[src/rtl/frame_readout_ctrl.sv]
// frame_readout_ctrl
//   Frame sequencer for one pixel array. It erases the array, exposes it, then
//   ramp-converts each row in turn and captures the row into a local buffer.
//   The buffered row is streamed out one byte per beat over valid/ready. A slow
//   sink only stretches the SHIFT phase; it never disturbs a conversion in flight.
//
// Ports
//   clk, reset        rising-edge clock, asynchronous active-high reset
//   start             frame request, honoured only while idle
//   expose_cycles     exposure length, sampled with start (0 behaves as 1)
//   data_in           pixel array output, column c at bits [c*8+7:c*8]
//   pix_ready         sink accepts the current beat
//   busy              high whenever a frame is in progress
//   p_erase/p_expose  pixel array erase and expose controls
//   p_expose_clk      toggles every exposure cycle, starting high
//   p_row_select      one-hot row under conversion
//   p_aRamp/p_dRamp   analog ramp enable and digital ramp code
//   pix_data/valid    output beat and its qualifier
//   pix_sof/pix_eol   first beat of frame / last beat of a row
//   frame_done        one-cycle pulse at the end of a frame
module frame_readout_ctrl #(
  parameter int PIXEL_ARRAY_WIDTH  = 4,
  parameter int PIXEL_ARRAY_HEIGHT = 4,
  parameter int ERASE_CYCLES       = 5,
  parameter int EXPOSE_W           = 8
) (
  input  logic                           clk,
  input  logic                           reset,
  input  logic                           start,
  input  logic [EXPOSE_W-1:0]            expose_cycles,
  input  logic [PIXEL_ARRAY_WIDTH*8-1:0] data_in,
  input  logic                           pix_ready,
  output logic                           busy,
  output logic                           p_erase,
  output logic                           p_expose,
  output logic                           p_expose_clk,
  output logic [PIXEL_ARRAY_HEIGHT-1:0]  p_row_select,
  output logic                           p_aRamp,
  output logic [7:0]                     p_dRamp,
  output logic [7:0]                     pix_data,
  output logic                           pix_valid,
  output logic                           pix_sof,
  output logic                           pix_eol,
  output logic                           frame_done
);

  localparam int COL_W   = (PIXEL_ARRAY_WIDTH  > 1) ? $clog2(PIXEL_ARRAY_WIDTH)  : 1;
  localparam int ROW_W   = (PIXEL_ARRAY_HEIGHT > 1) ? $clog2(PIXEL_ARRAY_HEIGHT) : 1;
  localparam int ERASE_W = $clog2(ERASE_CYCLES + 1);

  typedef enum logic [2:0] {
    S_IDLE,
    S_ERASE,
    S_EXPOSE,
    S_CONVERT,
    S_SHIFT,
    S_DONE
  } state_t;

  state_t              state;
  logic [ERASE_W-1:0]  erase_cnt;
  logic [EXPOSE_W-1:0] exp_cnt;
  logic [EXPOSE_W-1:0] n_lat;
  logic [ROW_W-1:0]    row;
  logic [COL_W-1:0]    col;
  logic [7:0]          row_buf [PIXEL_ARRAY_WIDTH];

  logic [COL_W-1:0] col_next;
  logic [ROW_W-1:0] row_next;
  logic             last_col;
  logic             last_row;

  assign col_next = col + COL_W'(1);
  assign row_next = row + ROW_W'(1);
  assign last_col = (col == COL_W'(PIXEL_ARRAY_WIDTH - 1));
  assign last_row = (row == ROW_W'(PIXEL_ARRAY_HEIGHT - 1));

  // Single sequencer: every output is a register updated on the transition
  // into the state that owns it, so outputs line up exactly with the state.
  always_ff @(posedge clk or posedge reset) begin
    if (reset) begin
      state        <= S_IDLE;
      erase_cnt    <= '0;
      exp_cnt      <= '0;
      n_lat        <= '0;
      row          <= '0;
      col          <= '0;
      busy         <= 1'b0;
      p_erase      <= 1'b0;
      p_expose     <= 1'b0;
      p_expose_clk <= 1'b0;
      p_row_select <= '0;
      p_aRamp      <= 1'b0;
      p_dRamp      <= '0;
      pix_data     <= '0;
      pix_valid    <= 1'b0;
      pix_sof      <= 1'b0;
      pix_eol      <= 1'b0;
      frame_done   <= 1'b0;
      for (int c = 0; c < PIXEL_ARRAY_WIDTH; c++) begin
        row_buf[c] <= '0;
      end
    end else begin
      case (state)
        S_IDLE: begin
          if (start) begin
            state     <= S_ERASE;
            busy      <= 1'b1;
            p_erase   <= 1'b1;
            erase_cnt <= '0;
            row       <= '0;
            n_lat     <= (expose_cycles == '0) ? EXPOSE_W'(1) : expose_cycles;
          end
        end

        S_ERASE: begin
          if (erase_cnt == ERASE_W'(ERASE_CYCLES - 1)) begin
            state        <= S_EXPOSE;
            p_erase      <= 1'b0;
            p_expose     <= 1'b1;
            p_expose_clk <= 1'b1;
            exp_cnt      <= '0;
          end else begin
            erase_cnt <= erase_cnt + ERASE_W'(1);
          end
        end

        S_EXPOSE: begin
          if (exp_cnt == n_lat - EXPOSE_W'(1)) begin
            state        <= S_CONVERT;
            p_expose     <= 1'b0;
            p_expose_clk <= 1'b0;
            p_row_select <= PIXEL_ARRAY_HEIGHT'(1) << row;
            p_aRamp      <= 1'b1;
            p_dRamp      <= '0;
          end else begin
            exp_cnt      <= exp_cnt + EXPOSE_W'(1);
            p_expose_clk <= ~p_expose_clk;
          end
        end

        // Column 0 is presented straight from data_in because the buffer
        // entry is only being written on this same edge.
        S_CONVERT: begin
          if (p_dRamp == 8'hFF) begin
            for (int c = 0; c < PIXEL_ARRAY_WIDTH; c++) begin
              row_buf[c] <= data_in[c*8 +: 8];
            end
            state        <= S_SHIFT;
            p_row_select <= '0;
            p_aRamp      <= 1'b0;
            p_dRamp      <= '0;
            col          <= '0;
            pix_valid    <= 1'b1;
            pix_data     <= data_in[7:0];
            pix_sof      <= (row == '0);
            pix_eol      <= (PIXEL_ARRAY_WIDTH == 1);
          end else begin
            p_dRamp <= p_dRamp + 8'd1;
          end
        end

        // Beat registers only move on a transfer, which keeps the beat
        // stable for as long as the sink stalls.
        S_SHIFT: begin
          if (pix_ready) begin
            if (last_col) begin
              pix_valid <= 1'b0;
              pix_data  <= '0;
              pix_sof   <= 1'b0;
              pix_eol   <= 1'b0;
              if (last_row) begin
                state      <= S_DONE;
                frame_done <= 1'b1;
              end else begin
                state        <= S_CONVERT;
                row          <= row_next;
                p_row_select <= PIXEL_ARRAY_HEIGHT'(1) << row_next;
                p_aRamp      <= 1'b1;
                p_dRamp      <= '0;
              end
            end else begin
              col      <= col_next;
              pix_data <= row_buf[col_next];
              pix_sof  <= 1'b0;
              pix_eol  <= (col_next == COL_W'(PIXEL_ARRAY_WIDTH - 1));
            end
          end
        end

        S_DONE: begin
          state      <= S_IDLE;
          frame_done <= 1'b0;
          busy       <= 1'b0;
        end

        default: state <= S_IDLE;
      endcase
    end
  end

endmodule
[config.mk]
export PLATFORM = sky130hd
export DESIGN_NAME = frame_readout_ctrl
export DESIGN_NICKNAME = d
export VERILOG_FILES = /design/src/rtl/frame_readout_ctrl.sv
export SDC_FILE = /design/constraint.sdc
export NUM_CORES = 1
export LEC_CHECK = 0
export BUFFER_PORTS_ARGS = -buffer_cell sky130_fd_sc_hd__buf_2
export CORE_ASPECT_RATIO = 0.5
export CORE_MARGIN = 2
export CORE_UTILIZATION = 35
export DETAILED_ROUTE_END_ITERATION = 8
export PLACE_DENSITY = 0.53
export SLEW_MARGIN = 20
export SYNTH_ARGS = -nofsm -noshare
export SYNTH_HDL_FRONTEND = slang
export SYNTH_SLANG_ARGS = --single-unit
[constraint.sdc]
create_clock -name clk -period 3.55 [get_ports clk]
set_clock_uncertainty 0.1 [all_clocks]
set_input_delay 0 -clock clk [delete_from_list [all_inputs] [get_ports clk]]
set_output_delay 0 -clock clk [all_outputs]
set_load 0.05 [all_outputs]
# After elaboration in Yosys (flattened, before gate mapping)

Cells that the tools add are included.

Register bits after elaboration: 87
Latch bits: 0
RAM bits: 0
Bits in read-only memories: 0
Input port bits: 44
Output and inout bits: 29
Word-level logic and storage cells: 153
Memories: 0

Add/sub/neg operators: 6
$mul: 0
Divide/modulo/power cells: 0
Magnitude comparators: 1
Equality and inequality tests: 22
Shift-type cells: 2
Mux-type cells: 72
Bitwise operators: 2
Reductions and logical operators: 26

Operators by type and width:

| cell                | number |
|---|---|
| $mux 8              | 13 |
| $pmux 8 s2          | 2 |
| $mux 3              | 9 |
| $pmux 8 s3          | 1 |
| $ne 2x2->1 const B  | 11 |
| $mux 1              | 20 |
| $mux 4              | 5 |
| $add 8x1->8 const B | 2 |
| $bmux 8 s2          | 1 |
| $pmux 1 s2          | 8 |
| $pmux 3 s5          | 1 |
| $reduce_and 3->1    | 5 |
| $mux 2              | 7 |
| $pmux 4 s3          | 1 |
| $reduce_and 4->1    | 3 |
| $reduce_and 6->1    | 2 |
| $reduce_bool 2->1   | 6 |
| $reduce_and 5->1    | 2 |
| $eq 3x3->1 const B  | 3 |
| $eq 8x8->1          | 1 |
| $eq 8x8->1 const B  | 1 |
| $logic_not 8->1     | 1 |
| $pmux 2 s2          | 2 |
| $reduce_and 2->1    | 4 |
| other kinds (15)    | 20 |

# Longest topological paths before layout

Word-level depth: 8
Gate-level depth with buffers: 10
Gate-level depth less buffers: 8

# Worst setup path after synthesis

No wires, ideal clock.

Path type: register to register
Start point: reg p_dRamp[0]
End point: reg pix_data[1]
Setup time: 140 ps
Data arrival time: 2339 ps
Data required time: 3310 ps
Setup slack: 972 ps
Cell stages (with the launch flop): 9
Buffers on the path: 1
Clock period less this slack: 2578 ps
Path through: dfrtp_1 > ha_1 > and3_1 > nand3_1 > nor3_1 > a21oi_1 > clkbuf_1 > nand2_1 > o21ai_0

Longest elaborated chain between the ends: 3

RTL lines:

| element                           | RTL line | RTL |
|---|---|---|
| from (decl)                       | 39       | `output logic [7:0] p_dRamp,` |
| from (signal assigned)            | 159      | `p_dRamp <= p_dRamp + 8'd1;` |
| $eq 8x8->1                        | 145      | `if (p_dRamp == 8'hFF) begin` |
| $ne 2x2->1 (no source line)       | n/a      |  |
| $reduce_and 3->1 (no source line) | n/a      |  |
| to (signal assigned)              | 155      | `pix_data <= data_in[7:0];` |
| to (signal assigned)              | 184      | `pix_data <= row_buf[col_next];` |
| to (decl)                         | 40       | `output logic [7:0] pix_data,` |

No other way between the ends.
A chain may end at the register's enable or synchronous reset.

# Worst setup path in the final report

Start point: reg n_lat[0]
End point: reg p_dRamp[7]

Longest elaborated chain between the ends: 4

RTL lines:

| element                           | RTL line | RTL |
|---|---|---|
| from (decl)                       | 63       | `logic [EXPOSE_W-1:0] n_lat;` |
| from (signal assigned)            | 112      | `n_lat <= (expose_cycles == '0) ? EXPOSE_W'(1) : expose_cycles;` |
| $sub 8x1->8                       | 129      | `if (exp_cnt == n_lat - EXPOSE_W'(1)) begin` |
| $eq 8x8->1                        | 129      |  |
| $ne 2x2->1 (no source line)       | n/a      |  |
| $reduce_and 5->1 (no source line) | n/a      |  |

No other way between the ends.

==> results.sh <==
export IMPL_status="finished, final reports clean"
export IMPL_io_pins=73
export IMPL_utilization_pct=46.9
export IMPL_cts_buffers=9
export IMPL_worst_ep_arrival_time_ps=3010
export IMPL_setup_tns_final_ps=0
export IMPL_rows=28
export IMPL_syn_area_um2=4290
export IMPL_hold_buffers=43
export IMPL_syn2layout_area_growth_pct=30.0
export IMPL_postSynth_topFlopCell="dfrtp_1"
export IMPL_io_buffers=72
export IMPL_start_util_pct=36.1
export IMPL_synth_distinct_cells=52
export IMPL_ys_ff_latch=87
export IMPL_hp_class="input pin to asynchronous set/reset pin"
export IMPL_drv_cap=0
export IMPL_cts_sinks=87
export IMPL_postCtsSetupRepairBufs=0
export IMPL_clock_latency_ps=340
export IMPL_grt_pass1_wl_um=17900
export IMPL_grt_overflow=0
export IMPL_cts_tree="yes"
export IMPL_antenna_found_initial=0
export IMPL_synthesis_nets=496
export IMPL_routedWlPerCell_um=14.2
export IMPL_critical_path_class="flop to flop"
export IMPL_antenna_left=0
export IMPL_hold_viol=0
export IMPL_worst_slew_pin_slew_ps=768
export IMPL_setup_viol=0
export IMPL_hpwl_um=7020
export IMPL_clockBufferDepth=2
export IMPL_h_tree_depth=3
export IMPL_drc=0
export IMPL_n_antenna_cell=0
export IMPL_grt_usage_pct=17.3
export IMPL_final_net_count=612
export IMPL_dr_total_vias=3579
export IMPL_vias_per_cell=4.92
export IMPL_clkTransAtPathRegs_ps=70
export IMPL_fp_dieArea_um2=13200
export IMPL_dr_pass1_iters=4
export IMPL_totalWireLength_um=10400
export IMPL_core_um2=11900
export IMPL_startpoint_type="flop"
export IMPL_layout_drive_gt1_share_pct=21.5
export IMPL_synth_seq_area_share_pct=50.8
export IMPL_root_buffer="clkbuf_16"
export IMPL_grt_max_degree=45
export IMPL_timing_final_crit_share_pct=81.3
export IMPL_synthCells=442
export IMPL_synth_edf_count=0
export IMPL_powerDensity_nw_per_um2=368
export IMPL_die_w_um=160
export IMPL_p_leak_nw=2.56
export IMPL_crit_fanout=12
export IMPL_maxSlewHeadroom_pct=48.8
export IMPL_async_flop_share_pct=100
export IMPL_cp_required_ps=3670
export IMPL_grt_pass1_vias=3651
export IMPL_end_kind="flop"
export IMPL_fmax_mhz=347
export IMPL_cts_resized=0
export IMPL_yosysWarnings=0
export IMPL_rsz0062_at_grt="no"
export IMPL_slew_viol_final=0
export IMPL_dr_first_iter_drc_count=143
export IMPL_place_congestion=0.789
export IMPL_die_h_um=82.2
export IMPL_min_period_ps=2890
export IMPL_ir_drop_mv=0.165
export IMPL_syn_mean_instance_area_um2=9.70
-- state kept, by name, summed over array words and instances (netlist names) --
| register | count |
|---|---|
| busy | 1 |
| state | 3 |
| row | 2 |
| pix_data | 8 |
| frame_done | 1 |
| p_aRamp | 1 |
| pix_valid | 1 |
| exp_cnt | 8 |
| p_row_select | 4 |
| p_dRamp | 8 |
| erase_cnt | 3 |
| col | 2 |
| p_expose | 1 |
| n_lat | 8 |
| pix_eol | 1 |
| p_expose_clk | 1 |
| p_erase | 1 |
| row_buf | 32 |
| pix_sof | 1 |
-- placed cells by master, fill, tap and decap left out, types with 7 or more instances in the layout --
cell           netlist  layout
nor2_1              21      21
buf_2                1      72
dlygate4sd3_1        0      43
a21oi_1             13      13
mux4_2               8       8
nand2_1            129     129
a22oi_1             10      10
nor3_1               8       7
o211ai_1             7       7
dfrtp_1             87      87
o21ai_0             26      26
mux2_2               8       8
clkbuf_16            0       9
xnor2_1              8       8
ha_1                10      10
nand3_1             11      11
buf_4                1       8
inv_1               13      12
-- per-stage QoR --
step / hold WS (ps) / total power, mW / instances / instance area [um2] / setup WS (ps)
floorplan: 12.4 / 1.03 / 442 / 4290 / 972
global placement: 67.2 / 1.06 / 669 / 4840 / 699
detailed placement: 54.5 / 1.06 / 669 / 4840 / 667
CTS: 238 / 2.08 / 728 / 5570 / 653
global route: 287 / 2.13 / 728 / 5570 / 510
finish: 223 / 2.05 / 728 / 5570 / 665
-- layer usage --
metal | wire (um) | GRT usage, % | vias up
li1 | - | - | 1785
met1 | 4960 | 22.2 | 1706
met2 | 4880 | 29.8 | 77
met3 | 413 | 4.50 | 11
met4 | 99 | 4.32 | 0
met5 | 0 | 0 | -
-- synthesized netlist by cell type, drive strengths merged, types with 10 or more instances --
cell type  count  area, um2
nand3         11       55.1
a21oi         13       65.1
dfrtp         87       2180
nand2        129        484
inv           13       48.8
ha            10        125
nor2          21       78.8
a22oi         10       75.1
clkbuf        13       48.8
o21ai         28        144
-- area by class of cell --
class	count	area, um2
well taps	165	206
flip-flops and latches	87	2180
inverters	13	50.0
clock inverters	7	77.6
fillers	1178	6300
multi-input cells	324	1980
clock buffers	9	225
repair buffers	123	851
-- path summary, 6_finish.rpt --
kind | startpoint | to | slack (ps) | depth (start not counted)
hold / removal | reset | row[1] | 220 | 3
setup reg to reg | n_lat[0] | p_dRamp[7] | 660 | 6
min in group clk | data_in[24] | row_buf[0] | 290 | 4
setup / recovery | n_lat[0] | p_dRamp[7] | 660 | 6
max in group asynchronous | reset | row_buf[27] | 2350 | 4
hold reg to reg | row_buf[8] | row_buf[8] | 370 | 2
-- cell families after synthesis --
logic type                 Yosys count  share of synthesized area (%)
adders and majority gates           10                           2.92
DFF                                 87                           50.8
AOI/OAI and AO/OA                   91                           14.9
muxes                               17                           6.54
buffers and inverters               31                           3.01
and+or+nand+nor                    194                           19.4
xor gates and xnor gates            12                           2.45
-- power breakdown --
group	switching (mW)	total [mW]	internal, mW
clock network	0.417	0.970	0.553
registers	0	0.991	0.991
logic	0.0370	0.0889	0.0519
total	0.454	2.05	1.60
-- critical path, cell delays in order (launching register included) --
cell	delay, ps
dfrtp_1	420
or4_4	570
a2111oi_2	300
nor2_1	130
a2111oi_4	600
o21ai_2	280
a211o_1	360
No activity file was read; power rests on OpenSTA's default activity.
